--- config.mk ---
export PLATFORM = sky130hd
export DESIGN_NAME = uart_alu_ctrl
export DESIGN_NICKNAME = d
export VERILOG_FILES = /design/src/rtl/uart_alu_ctrl.sv
export SDC_FILE = /design/constraint.sdc
export NUM_CORES = 1
export LEC_CHECK = 0
export BUFFER_PORTS_ARGS = -buffer_cell sky130_fd_sc_hd__buf_2
export CORE_MARGIN = 2
export CORE_UTILIZATION = 24
export CTS_CLUSTER_DIAMETER = 200
export DETAILED_ROUTE_END_ITERATION = 10
export PLACE_DENSITY_LB_ADDON = 0.12
export SETUP_SLACK_MARGIN = 0.2
export SYNTH_ARGS = -nofsm -noshare
export SYNTH_HDL_FRONTEND = slang
export SYNTH_SLANG_ARGS = --single-unit
--- constraint.sdc ---
create_clock -name clk -period 2 [get_ports clk]
set_input_delay 0.4 -clock clk [delete_from_list [all_inputs] [get_ports clk]]
set_output_delay 0.4 -clock clk [all_outputs]
set_load 0.01 [all_outputs]
--- src/rtl/uart_alu_ctrl.sv ---
// Sequencer between UART RX, a combinational ALU and UART TX: it collects operand A,
// operand B and an opcode, transmits the ALU result and drops partial commands on inactivity.
module uart_alu_ctrl #(
   parameter int unsigned DBIT    = 8,
   parameter int unsigned NB_OP   = 6,
   parameter logic [31:0] TIMEOUT = 32'd1000000
) (
   input  logic             clk,
   input  logic             reset,
   input  logic             rx_done_tick,
   input  logic [DBIT-1:0]  rx_dout,
   input  logic [DBIT-1:0]  alu_result,
   input  logic             tx_done_tick,
   output logic [DBIT-1:0]  alu_a,
   output logic [DBIT-1:0]  alu_b,
   output logic [NB_OP-1:0] alu_op,
   output logic [DBIT-1:0]  tx_din,
   output logic             tx_start,
   output logic             busy,
   output logic             timeout_tick,
   output logic             overrun_tick
);

   typedef enum logic [2:0] {
      S_WAIT_A,
      S_WAIT_B,
      S_WAIT_OP,
      S_EXEC,
      S_SEND,
      S_WAIT_TX
   } state_t;

   state_t            state_q;
   logic [31:0]       timer_q;
   logic [31:0]       timer_d;
   logic              timer_hit;
   logic [DBIT-1:0]   a_q;
   logic [DBIT-1:0]   b_q;
   logic [NB_OP-1:0]  op_q;
   logic [DBIT-1:0]   tx_din_q;
   logic              tx_start_q;
   logic              busy_q;
   logic              timeout_q;
   logic              overrun_q;

   assign timer_d   = timer_q + 32'd1;
   assign timer_hit = (timer_q == (TIMEOUT - 32'd1));

   always_ff @(posedge clk or negedge reset) begin
      if (!reset) begin
         state_q    <= S_WAIT_A;
         timer_q    <= '0;
         a_q        <= '0;
         b_q        <= '0;
         op_q       <= '0;
         tx_din_q   <= '0;
         tx_start_q <= 1'b0;
         busy_q     <= 1'b0;
         timeout_q  <= 1'b0;
         overrun_q  <= 1'b0;
      end else begin
         tx_start_q <= 1'b0;
         timeout_q  <= 1'b0;
         overrun_q  <= 1'b0;
         unique case (state_q)
            S_WAIT_A: begin
               timer_q <= '0;
               if (rx_done_tick) begin
                  a_q     <= rx_dout;
                  state_q <= S_WAIT_B;
               end
            end
            // An arriving byte takes priority over an expiring timer.
            S_WAIT_B: begin
               if (rx_done_tick) begin
                  b_q     <= rx_dout;
                  timer_q <= '0;
                  state_q <= S_WAIT_OP;
               end else if (timer_hit) begin
                  timeout_q <= 1'b1;
                  timer_q   <= '0;
                  state_q   <= S_WAIT_A;
               end else begin
                  timer_q <= timer_d;
               end
            end
            S_WAIT_OP: begin
               if (rx_done_tick) begin
                  op_q    <= rx_dout[NB_OP-1:0];
                  timer_q <= '0;
                  busy_q  <= 1'b1;
                  state_q <= S_EXEC;
               end else if (timer_hit) begin
                  timeout_q <= 1'b1;
                  timer_q   <= '0;
                  state_q   <= S_WAIT_A;
               end else begin
                  timer_q <= timer_d;
               end
            end
            S_EXEC: begin
               tx_din_q  <= alu_result;
               overrun_q <= rx_done_tick;
               state_q   <= S_SEND;
            end
            // tx_start is registered, so the pulse lands in the first WAIT_TX cycle.
            S_SEND: begin
               tx_start_q <= 1'b1;
               overrun_q  <= rx_done_tick;
               state_q    <= S_WAIT_TX;
            end
            S_WAIT_TX: begin
               overrun_q <= rx_done_tick;
               if (tx_done_tick) begin
                  busy_q  <= 1'b0;
                  state_q <= S_WAIT_A;
               end
            end
            default: begin
               state_q <= S_WAIT_A;
            end
         endcase
      end
   end

   assign alu_a        = a_q;
   assign alu_b        = b_q;
   assign alu_op       = op_q;
   assign tx_din       = tx_din_q;
   assign tx_start     = tx_start_q;
   assign busy         = busy_q;
   assign timeout_tick = timeout_q;
   assign overrun_tick = overrun_q;

endmodule

; Word-level counts from Yosys, hierarchy flattened
; Cells that the tools add are included.
[word_totals]
reg_bits = 69
in_bits = 20
output_inout_bits = 34
elab_cells = 47
[op_classes]
add_sub_neg = 1
n_eq_ne = 9
mux = 17
n_reduce_logical = 10
[ops]
columns = cell, n
row1 = $mux W32, 2
row2 = $pmux W32 S2, 1
row3 = $add A32 B1 Y32 const B, 1
row4 = $eq A32 B20 Y1 const B, 1
row5 = $pmux W3 S6, 1
row6 = $mux W3, 5
row7 = $reduce_and A2 Y1, 4
row8 = $mux W1, 7
row9 = $eq A3 B2 Y1 const B, 2
row10 = $eq A3 B3 Y1 const B, 2
row11 = $ne A2 B2 Y1 const B, 3
row12 = $reduce_bool A2 Y1, 2
row13 = $eq A3 B1 Y1 const B, 1
row14 = $logic_not A3 Y1, 1
row15 = $reduce_and A3 Y1, 1
row16 = $reduce_or A3 Y1, 1
row17 = $pmux W1 S2, 1
row18 = $reduce_or A2 Y1, 1

; Logic depth before layout (Yosys ltp)
; Gate-level depths: netlist of the first run.
[logic_depth]
ltp_word = 4
depth_mapped = 7
mapped_depth_nobuf = 6

; Least setup slack after synthesis of the first run
; Ideal clock, no wire load.
[synth_timing]
path_type = register to register
start = reg timer_q[10]
end = reg timer_q[1]
setup_ps = 122
t_arrival_ps = 1478
required_time_ps = 1878
path_slack_ps = 401
path_stages_with_launch = 6
n_path_buf = 1
synth_period_minus_slack_ps = 1599
path_cell_list = dfrtp_1 nor4b_1 and4_1 nand3_1 buf_2 a32o_1
[synth_between]
elab_chain_cells = 4
[synth_lines]
columns = item, line
row1 = "start, declared", 34  ; logic [31:0] timer_q;
row2 = "start signal, assigned", 84  ; timer_q <= timer_d;
row3 = "start signal, assigned", 98  ; timer_q <= timer_d;
row4 = $eq A32 B20 Y1, 47  ; assign timer_hit = (timer_q == (TIMEOUT - 32'd1));
row5 = $mux W32, "79, 93"
row6 = $mux W32, 75  ; if (rx_done_tick) begin
row7 = $pmux W32 S2, 65  ; unique case (state_q)
; Every way passes these cells.
; A chain may end at the register's enable or synchronous reset.

; Worst setup path in the final report of the first run
[layout_timing]
start = reg state_q[0]
end = reg timer_q[29]
[layout_between]
elab_chain_cells = 3
word_cells_on_any_way = 6
classes_between = 2 x eq/ne / 1 x mux / 3 x reduce/logical
[layout_lines]
columns = item, line
row1 = "start, declared", 33  ; state_t state_q;
row2 = "start signal, assigned", 51  ; state_q <= S_WAIT_A;
row3 = "start signal, assigned", 70  ; state_q <= S_WAIT_B;
row4 = "start signal, assigned", 78  ; state_q <= S_WAIT_OP;
row5 = $eq A3 B2 Y1 or $eq A3 B1 Y1 (tied branches), 65
row6 = $reduce_or A2 Y1 (no source line), -
row7 = $pmux W32 S2 or $reduce_bool A2 Y1 (tied branches), -
; Several ways; a longest one is shown, not always the timed one.

==> flow_summary.json, run 1 <==
{
  "io_buffers": 53,
  "vias_per_cell": 4.53,
  "path_class": "flop to flop",
  "clock_path_buffers": 2,
  "yosys_warnings": 0,
  "switching_share": 0.325,
  "first_pass_iters": 4,
  "syn_area_um2": 3320,
  "hold_path_class": "input port to asynchronous set/reset pin",
  "syn-instance-count": 299,
  "start_util": 0.242,
  "status": "finished, final reports clean",
  "power_uw": 5230,
  "final_cell_mix": "63 x dfrtp_1, 53 x buf_2, 39 x nor2_1",
  "hpwlAfterDp_um": 5620,
  "yosysSeqAreaShare": 0.519,
  "ys_ff_latch": 69,
  "drive_above_1_share": 0.381,
  "antenna_found_initial": 0,
  "comb_power_share": 0.306,
  "maxSlewHeadroom": 0.673,
  "ys_types": 43,
  "max_freq_mhz": 584,
  "setup_viol_count_final": 0,
  "path_max_fanout": 10,
  "grt_usage": 0.116,
  "grt_start_max_net_pins": 70,
  "power.internal_uw": 3530,
  "clock_sinks": 69,
  "fin_crit_sh": 0.857,
  "num_rows": 43,
  "drt-initial-drc-count": 105,
  "routed_wl_um": 7930,
  "cp-start-kind": "flop",
  "crit_arrival_ps": 1970,
  "netSwitchingPower_uw": 1700,
  "hold_violations": 0,
  "final_core_utilization": 0.311,
  "nNetsFinal": 389,
  "syn-num-nets": 320,
  "cellPowerDensity_nw_per_um2": 1230,
  "required_ps": 2260,
  "max-cap-violations": 0,
  "skew_ps": 7.32,
  "place_congestion": 0.777,
  "final.setup.tns_ps": 0,
  "syn_avg_cell_area_um2": 11.1,
  "grt_pass1_vias": 2559,
  "seqPwrFrac": 0.387,
  "via_count": 2507,
  "io_pins": 54,
  "die_h_um": 122,
  "rsz0062_at_grt": "yes",
  "fp.dieArea_um2": 14800,
  "final_common_cell": "dfrtp_1",
  "cts_root_buffer": "clkbuf_16",
  "period_needed_ps": 1710,
  "numCtsBuffers": 9,
  "antenna_cells": 0,
  "clkTransAtPathRegs_ps": 60,
  "dp_cells": 537,
  "irDropWorstVdd_mv": 0.456,
  "grt_overflow_total": 0,
  "grt_pass1_wl_um": 13400,
  "area_delta_synth_final_pct": 28.2,
  "slew_viol_final": 0,
  "cts_tree": "yes",
  "p_clk_frac": 0.307,
  "core-area_um2": 13700,
  "cp-end-kind": "flop",
  "cts_setup_buffers": 0,
  "postRouteAntennaNets": 0,
  "tightestPinTransition_ps": 489,
  "worstSkewPairLatency_ps": 330,
  "p_leak_uw": 0.00177,
  "wl_per_cell_um": 14.3,
  "die_w_um": 122,
  "drcViolationCount": 0,
  "cts_max_level": 3,
  "fin_cells": 553
}
power by group through the flow:
stage	logic (uW)	registers [uW]	clock network, uW
global placement	1630	2020	0
CTS	1630	2020	1650
finish	1600	2020	1610
floorplan	798	2140	0
global route	1770	2090	1720
detailed placement	1620	2030	0
critical path, stage by stage (launching register included):
cell and delay, ps:
dfrtp_2 480, buf_4 170, nand2b_1 140, a211o_1 360, o41a_1 400, o21ai_1 80
synthesized netlist by cell type (all sizes together):
master,n,area share
o41a,1,0.0034
a211oi,1,0.0038
nand2b,5,0.0094
a21o,2,0.0045
a21oi,3,0.0056
a31oi,6,0.011
mux2i,3,0.0090
ha,1,0.0038
dfrtp,69,0.52
nor2,41,0.047
xnor2,13,0.034
nor4b,2,0.0053
a21boi,1,0.0023
buf,7,0.011
a211o,1,0.0026
and2,2,0.0038
nand3b,3,0.0068
xor2,10,0.026
o21ai,6,0.0090
mux2,30,0.10
a32o,1,0.0030
nand3,13,0.023
nand4b,1,0.0026
nand4,19,0.040
nor4,9,0.029
inv,2,0.0023
and3,3,0.0056
nor3,11,0.020
and4,9,0.024
o32ai,1,0.0026
clkbuf,2,0.0023
nand2,20,0.023
o311ai,1,0.0026
final timing paths:
check	start	end	slack, ps	depth (start not counted)
worst max-delay path	state_q[0]	timer_q[29]	290	5
min in group clk	alu_result[7]	tx_din[7]	300	2
worst min register to register	alu_op[5]	alu_op[5]	500	1
worst min-delay path	reset	timer_q[9]	70	2
worst max register to register	state_q[0]	timer_q[29]	290	5
max in group asynchronous	reset	state_q[0]	1560	2
routing by layer:
| layer | up-vias | part of all wire | GRT usage |
|---|---|---|---|
| met5 | - | 0 | 0 |
| met3 | 5 | 0.039 | 0.0286 |
| met2 | 41 | 0.45 | 0.172 |
| met4 | 0 | 0.014 | 0.0453 |
| met1 | 1232 | 0.50 | 0.163 |
| li1 | 1229 | - | - |
layout make-up:
| class | instances | area (um^2) |
|---|---|---|
| clock buffer | 9 | 225 |
| timing repair buffer | 67 | 395 |
| tap | 180 | 225 |
| sequential | 69 | 1730 |
| fill | 1428 | 9460 |
| clock inverter | 7 | 76.3 |
| multi-input combinational | 219 | 1600 |
| inverter | 2 | 7.51 |
state kept, by name, indices dropped and copies added, names as in the netlist, 3 cells and up:
register and flops:
tx_din 8, state_q 3, alu_b 8, alu_a 8
timer_q 32, alu_op 6
what timing repair did:
| action | 4_1_cts | 5_1_grt |
|---|---|---|
| hold buffers | 0 | 0 |
| endpoints found under the setup margin | 14 | 34 |
| pin swaps | 0 | 4 |
| resized for setup | 4 | 14 |
through the flow:
step	area (um^2)	hold WS [ps]	worst slack, ps
floorplan	3320	104	401
finish	4260	73.2	287
global route	4260	126	196
CTS	4220	112	190
global placement	3900	465	114
detailed placement	3900	461	149
cell families after synthesis:
group / Yosys count / synth area share
AND/OR/NAND/NOR: 138 / 0.239
adder cells (fa/ha/maj): 1 / 0.00376
multiplexers: 33 / 0.111
AO/OA/AOI/OAI: 24 / 0.0508
XOR/XNOR: 23 / 0.0606
buffers and inverters: 11 / 0.0158
flip-flops: 69 / 0.519
(Power assumes the default switching activity.)
==> run 2: changes to the inputs <==
--- a/config.mk
+++ b/config.mk
@@ -6,8 +6,11 @@
 export NUM_CORES = 1
 export LEC_CHECK = 0
 export BUFFER_PORTS_ARGS = -buffer_cell sky130_fd_sc_hd__buf_2
+export CELL_PAD_IN_SITES_DETAIL_PLACEMENT = 1
+export CELL_PAD_IN_SITES_GLOBAL_PLACEMENT = 1
 export CORE_MARGIN = 2
 export CORE_UTILIZATION = 24
+export CTS_BUF_LIST = sky130_fd_sc_hd__clkbuf_4 sky130_fd_sc_hd__clkbuf_8 sky130_fd_sc_hd__clkbuf_16
 export CTS_CLUSTER_DIAMETER = 200
 export DETAILED_ROUTE_END_ITERATION = 10
 export PLACE_DENSITY_LB_ADDON = 0.12
==> flow_summary.json, run 2 (synthesis gave the netlist of run 1 again) <==
{
  "status": "finished with violations",
  "violations": "negative hold slack",
  "irDropWorstVdd_mv": 0.784,
  "tightestPinTransition_ps": 460,
  "drt-initial-drc-count": 95,
  "maxSlewHeadroom": 0.693,
  "grt_start_max_net_pins": 44,
  "antenna_cells": 0,
  "p_leak_uw": 0.00188,
  "whs_ps": -3.45,
  "period_needed_ps": 1710,
  "num_rows": 43,
  "grt_pass1_wl_um": 15100,
  "core-area_um2": 13700,
  "fin_crit_sh": 0.855,
  "rr_startpoint": "timer_q[2]",
  "cp.depth": 7,
  "slew_viol_final": 0,
  "cp_top_family": "simple AND/OR/NAND/NOR gates",
  "place_congestion": 0.719,
  "routed_wl_um": 9020,
  "required_ps": 2230,
  "drcViolationCount": 0,
  "grt_usage": 0.135,
  "setup_viol_count_final": 0,
  "cp-end-kind": "flop",
  "hold_violations": 3,
  "clock_sinks": 69,
  "die_h_um": 122,
  "area_delta_synth_final_pct": 33.8,
  "hold_path_class": "input port to asynchronous set/reset pin",
  "final_core_utilization": 0.324,
  "largest_reg_flops": 32,
  "skew_ps": 5.08,
  "path_max_fanout": 6,
  "crit_slowest_cell": "dfrtp_1",
  "cts_tree": "yes",
  "cellPowerDensity_nw_per_um2": 1190,
  "clkTransAtPathRegs_ps": 60,
  "grt_overflow_total": 0,
  "postRouteAntennaNets": 0,
  "hpwlAfterDp_um": 6390,
  "startpoint": "timer_q[2]",
  "crit_top_cell": "buf_4",
  "max-cap-violations": 0,
  "fp.dieArea_um2": 14800,
  "fill_cells": 1530,
  "reg2regPathDepth": 7,
  "max_freq_mhz": 585,
  "path_class": "flop to flop",
  "start_util": 0.242,
  "numCtsBuffers": 9,
  "io_pins": 54,
  "final.setup.tns_ps": 0,
  "path_buf_inv": 2,
  "grt_pass1_vias": 2870,
  "cts_max_level": 3,
  "cp-endpoint": "timer_q[13]",
  "critPathMaxStageDelay_ps": 460,
  "final_cell_mix": "61 x dfrtp_1, 52 x buf_2, 39 x nor2_1",
  "drive_above_1_share": 0.422,
  "r2r_setup_slack_ps": 290,
  "rsz0062_at_grt": "yes",
  "first_pass_iters": 4,
  "via_count": 2671,
  "wl_per_cell_um": 15.7,
  "cts_hold_buf": 0,
  "clock_path_buffers": 2,
  "nNetsFinal": 409,
  "path_cells": "nand4_4 > buf_4 > nor4_4 > buf_4 > nand4_1 > xor2_1 > nor2_1",
  "crit_arrival_ps": 1940,
  "rr_endpoint": "timer_q[13]",
  "power_uw": 5290,
  "cts_root_buffer": "clkbuf_16",
  "antenna_found_initial": 0,
  "worstSkewPairLatency_ps": 340,
  "io_buffers": 53,
  "largest-register": "timer_q",
  "final_common_cell": "dfrtp_1",
  "vias_per_cell": 4.66,
  "die_w_um": 122,
  "cp-start-kind": "flop"
}
-- run 2: changes by cell type in the layout (fill, tap and decap cells not counted), sizes merged --
cell,before,now
clkinv,4,3
clkinvlp,2,1
buf,67,87
clkbuf,9,11
-- run 2: worst reg2reg max path: stages, from the launching register on --
cell,delay [ps]
dfrtp_1,460
nand4_4,170
buf_4,200
nor4_4,280
buf_4,170
nand4_1,110
xor2_1,160
nor2_1,50
-- run 2: what timing repair did --
item / in CTS / in global routing
resized for setup: 8 / 16
setup buffers: 3 / 4
pin swaps: 2 / 6
endpoints found under the setup margin: 25 / 34
-- run 2: layout make-up --
cell class,count,area [um^2],share of cell area
Clock inverter,5,60.1,0.0135
Tap cell,180,225,0.0506
Clock buffer,11,246,0.0554
Timing Repair Buffer,87,552,0.124
Inverter,2,7.51,0.00169
Sequential cell,69,1740,0.391
Multi-Input combinational cell,219,1620,0.364
-- run 2: per-stage QoR --
stage                     cell area, um^2  setup slack (ps)  cells
after CTS                            4360               198    569
after floorplan                      3320               401    299
after global routing                 4450               139    573
final                                4450               289    573
after global placement               4000              91.8    550
after detailed placement             4000               152    550
-- run 2: power breakdown --
part           switching (uW)  leakage [uW]  internal (uW)
Clock                     625      0.000149           1010
Combinational             843      0.000852            790
Sequential                245      0.000881           1770
Total                    1710       0.00188           3580
-- run 2: worst min-delay path by stage --
stage	startpoint	to	slack (ps)	cells past startpoint
after global placement	reset	timer_q[2]	380	1
after CTS	reset	timer_q[23]	10	1
after detailed placement	reset	timer_q[5]	380	1
after global routing	reset	timer_q[23]	20	1
after floorplan	reset	alu_a[0]	100	0
final	reset	timer_q[23]	-3	1
-- run 2: layer usage --
metal,share of wire,track usage,up-vias
met4,0.011,0.0388,0
met2,0.45,0.204,60
met5,0,0,-
met1,0.48,0.178,1339
li1,-,-,1265
met3,0.059,0.0524,7
==> run 3: changes to the inputs <==
--- a/config.mk
+++ b/config.mk
@@ -6,15 +6,16 @@
 export NUM_CORES = 1
 export LEC_CHECK = 0
 export BUFFER_PORTS_ARGS = -buffer_cell sky130_fd_sc_hd__buf_2
-export CELL_PAD_IN_SITES_DETAIL_PLACEMENT = 1
+export CELL_PAD_IN_SITES_DETAIL_PLACEMENT = 0
 export CELL_PAD_IN_SITES_GLOBAL_PLACEMENT = 1
 export CORE_MARGIN = 2
 export CORE_UTILIZATION = 24
 export CTS_BUF_LIST = sky130_fd_sc_hd__clkbuf_4 sky130_fd_sc_hd__clkbuf_8 sky130_fd_sc_hd__clkbuf_16
 export CTS_CLUSTER_DIAMETER = 200
 export DETAILED_ROUTE_END_ITERATION = 10
-export PLACE_DENSITY_LB_ADDON = 0.12
+export PLACE_DENSITY = 0.52
 export SETUP_SLACK_MARGIN = 0.2
+export SLEW_MARGIN = 40
 export SYNTH_ARGS = -nofsm -noshare
 export SYNTH_HDL_FRONTEND = slang
 export SYNTH_SLANG_ARGS = --single-unit
==> flow_summary.json, run 3 (synthesis gave the netlist of run 1 again) <==
{
  "wl_met3_um": 478,
  "maxSlewHeadroom": 0.698,
  "skew_ps": 7.88,
  "slew_viol_final": 0,
  "vias_per_cell": 4.61,
  "crit_arrival_ps": 1940,
  "cts_max_level": 3,
  "die_h_um": 122,
  "path_buf_inv": 1,
  "clock_path_buffers": 2,
  "antenna_cells": 0,
  "area_delta_synth_final_pct": 29.4,
  "cp-start-kind": "flop",
  "hold_path_class": "input port to asynchronous set/reset pin",
  "largest-register": "timer_q",
  "hpwlAfterDp_um": 5720,
  "irDropWorstVdd_mv": 0.691,
  "postRouteAntennaNets": 0,
  "io_buffers": 53,
  "highest_layer": "met4",
  "fill_cells": 1430,
  "cp-end-kind": "flop",
  "drt-initial-drc-count": 104,
  "final.setup.tns_ps": 0,
  "cp_top_family": "flip-flops",
  "grt_start_max_net_pins": 70,
  "path_class": "flop to flop",
  "nNetsFinal": 393,
  "numCtsBuffers": 9,
  "start_util": 0.242,
  "path_max_fanout": 13,
  "crit_slowest_cell": "dfrtp_2",
  "grt_pass1_vias": 2628,
  "p_leak_uw": 0.00178,
  "grt_overflow_total": 0,
  "tightestPinTransition_ps": 452,
  "final_cell_mix": "62 x dfrtp_1, 53 x buf_2, 39 x nor2_1",
  "path_cells": "a21o_2 > nor4_2 > buf_4 > nand4_1 > xor2_1 > nor2_1",
  "cellPowerDensity_nw_per_um2": 1210,
  "period_needed_ps": 1730,
  "fin_crit_sh": 0.863,
  "wl_per_cell_um": 14.6,
  "largest_reg_flops": 32,
  "max-cap-violations": 0,
  "routed_wl_um": 8150,
  "status": "finished, final reports clean",
  "power_uw": 5230,
  "wl_met2_um": 3780,
  "grt_pass1_wl_um": 13800,
  "core-area_um2": 13700,
  "rsz0062_at_grt": "yes",
  "drcViolationCount": 0,
  "cts_root_buffer": "clkbuf_16",
  "clkTransAtPathRegs_ps": 60,
  "cts_tree": "yes",
  "max_freq_mhz": 579,
  "worstSkewPairLatency_ps": 330,
  "final_common_cell": "dfrtp_1",
  "critPathMaxStageDelay_ps": 500,
  "cts_hold_buf": 0,
  "drive_above_1_share": 0.395,
  "drt-met1-wl_um": 3840,
  "hold_violations": 0,
  "first_pass_iters": 4,
  "fp.dieArea_um2": 14800,
  "required_ps": 2220,
  "die_w_um": 122,
  "grt_usage": 0.120,
  "via_count": 2565,
  "whs_ps": 61.5,
  "antenna_found_initial": 0,
  "clock_sinks": 69,
  "setup_viol_count_final": 0,
  "num_rows": 43,
  "place_congestion": 0.764,
  "io_pins": 54
}
-- run 3: cell types whose count changed in the layout (fill, tap and decap cells not counted), sizes merged --
cell / previous run / this run
buf: 87 / 71
-- run 3: cell type report --
class | instances | area, um^2 | area share
tap | 180 | 225 | 0.0524
clock buffer | 11 | 246 | 0.0573
multi-input combinational | 219 | 1600 | 0.372
timing repair buffer | 71 | 425 | 0.0989
sequential | 69 | 1740 | 0.403
inverter | 2 | 7.51 | 0.00175
clock inverter | 5 | 60.1 | 0.0140
-- run 3: routing by layer --
layer  up-vias  track usage
li1       1237            -
met1      1252        0.158
met2        72        0.185
met3         4       0.0407
met4         0       0.0381
met5         -            0
-- run 3: worst register-to-register path: stages (launching register included) --
cell	delay, ps
dfrtp_2	500
a21o_2	310
nor4_2	310
buf_4	180
nand4_1	110
xor2_1	170
nor2_1	50
-- run 3: power breakdown --
part / internal [uW] / switching (uW)
Sequential: 1770 / 254
Clock: 1020 / 607
Combinational: 776 / 803
Total: 3560 / 1660
-- run 3: worst paths after layout --
| kind | slack (ps) | end | from | depth (start not counted) |
|---|---|---|---|---|
| worst max-delay path | 270 | timer_q[13] | state_q[0] | 6 |
| worst min-delay path | 60 | timer_q[24] | reset | 2 |
| worst max register to register | 270 | timer_q[13] | state_q[0] | 6 |
| worst min register to register | 500 | tx_din[1] | tx_din[1] | 1 |
| max in group asynchronous | 1560 | state_q[0] | reset | 2 |
| min in group clk | 300 | tx_din[6] | alu_result[6] | 2 |
-- run 3: timing repair --
action	CTS	global route
setup endpoints to repair	40	41
pin swaps	0	4
gates resized for setup	2	18
cloned	0	0
buffers inserted	0	3
-- run 3: stage by stage --
step	setup slack [ps]	cell area [um^2]	util	std cells
finish	274	4300	0.314	557
global route	185	4300	0.314	557
CTS	185	4220	0.307	554
floorplan	401	3320	-	299
global placement	132	3910	0.285	538
detailed placement	134	3910	0.285	538
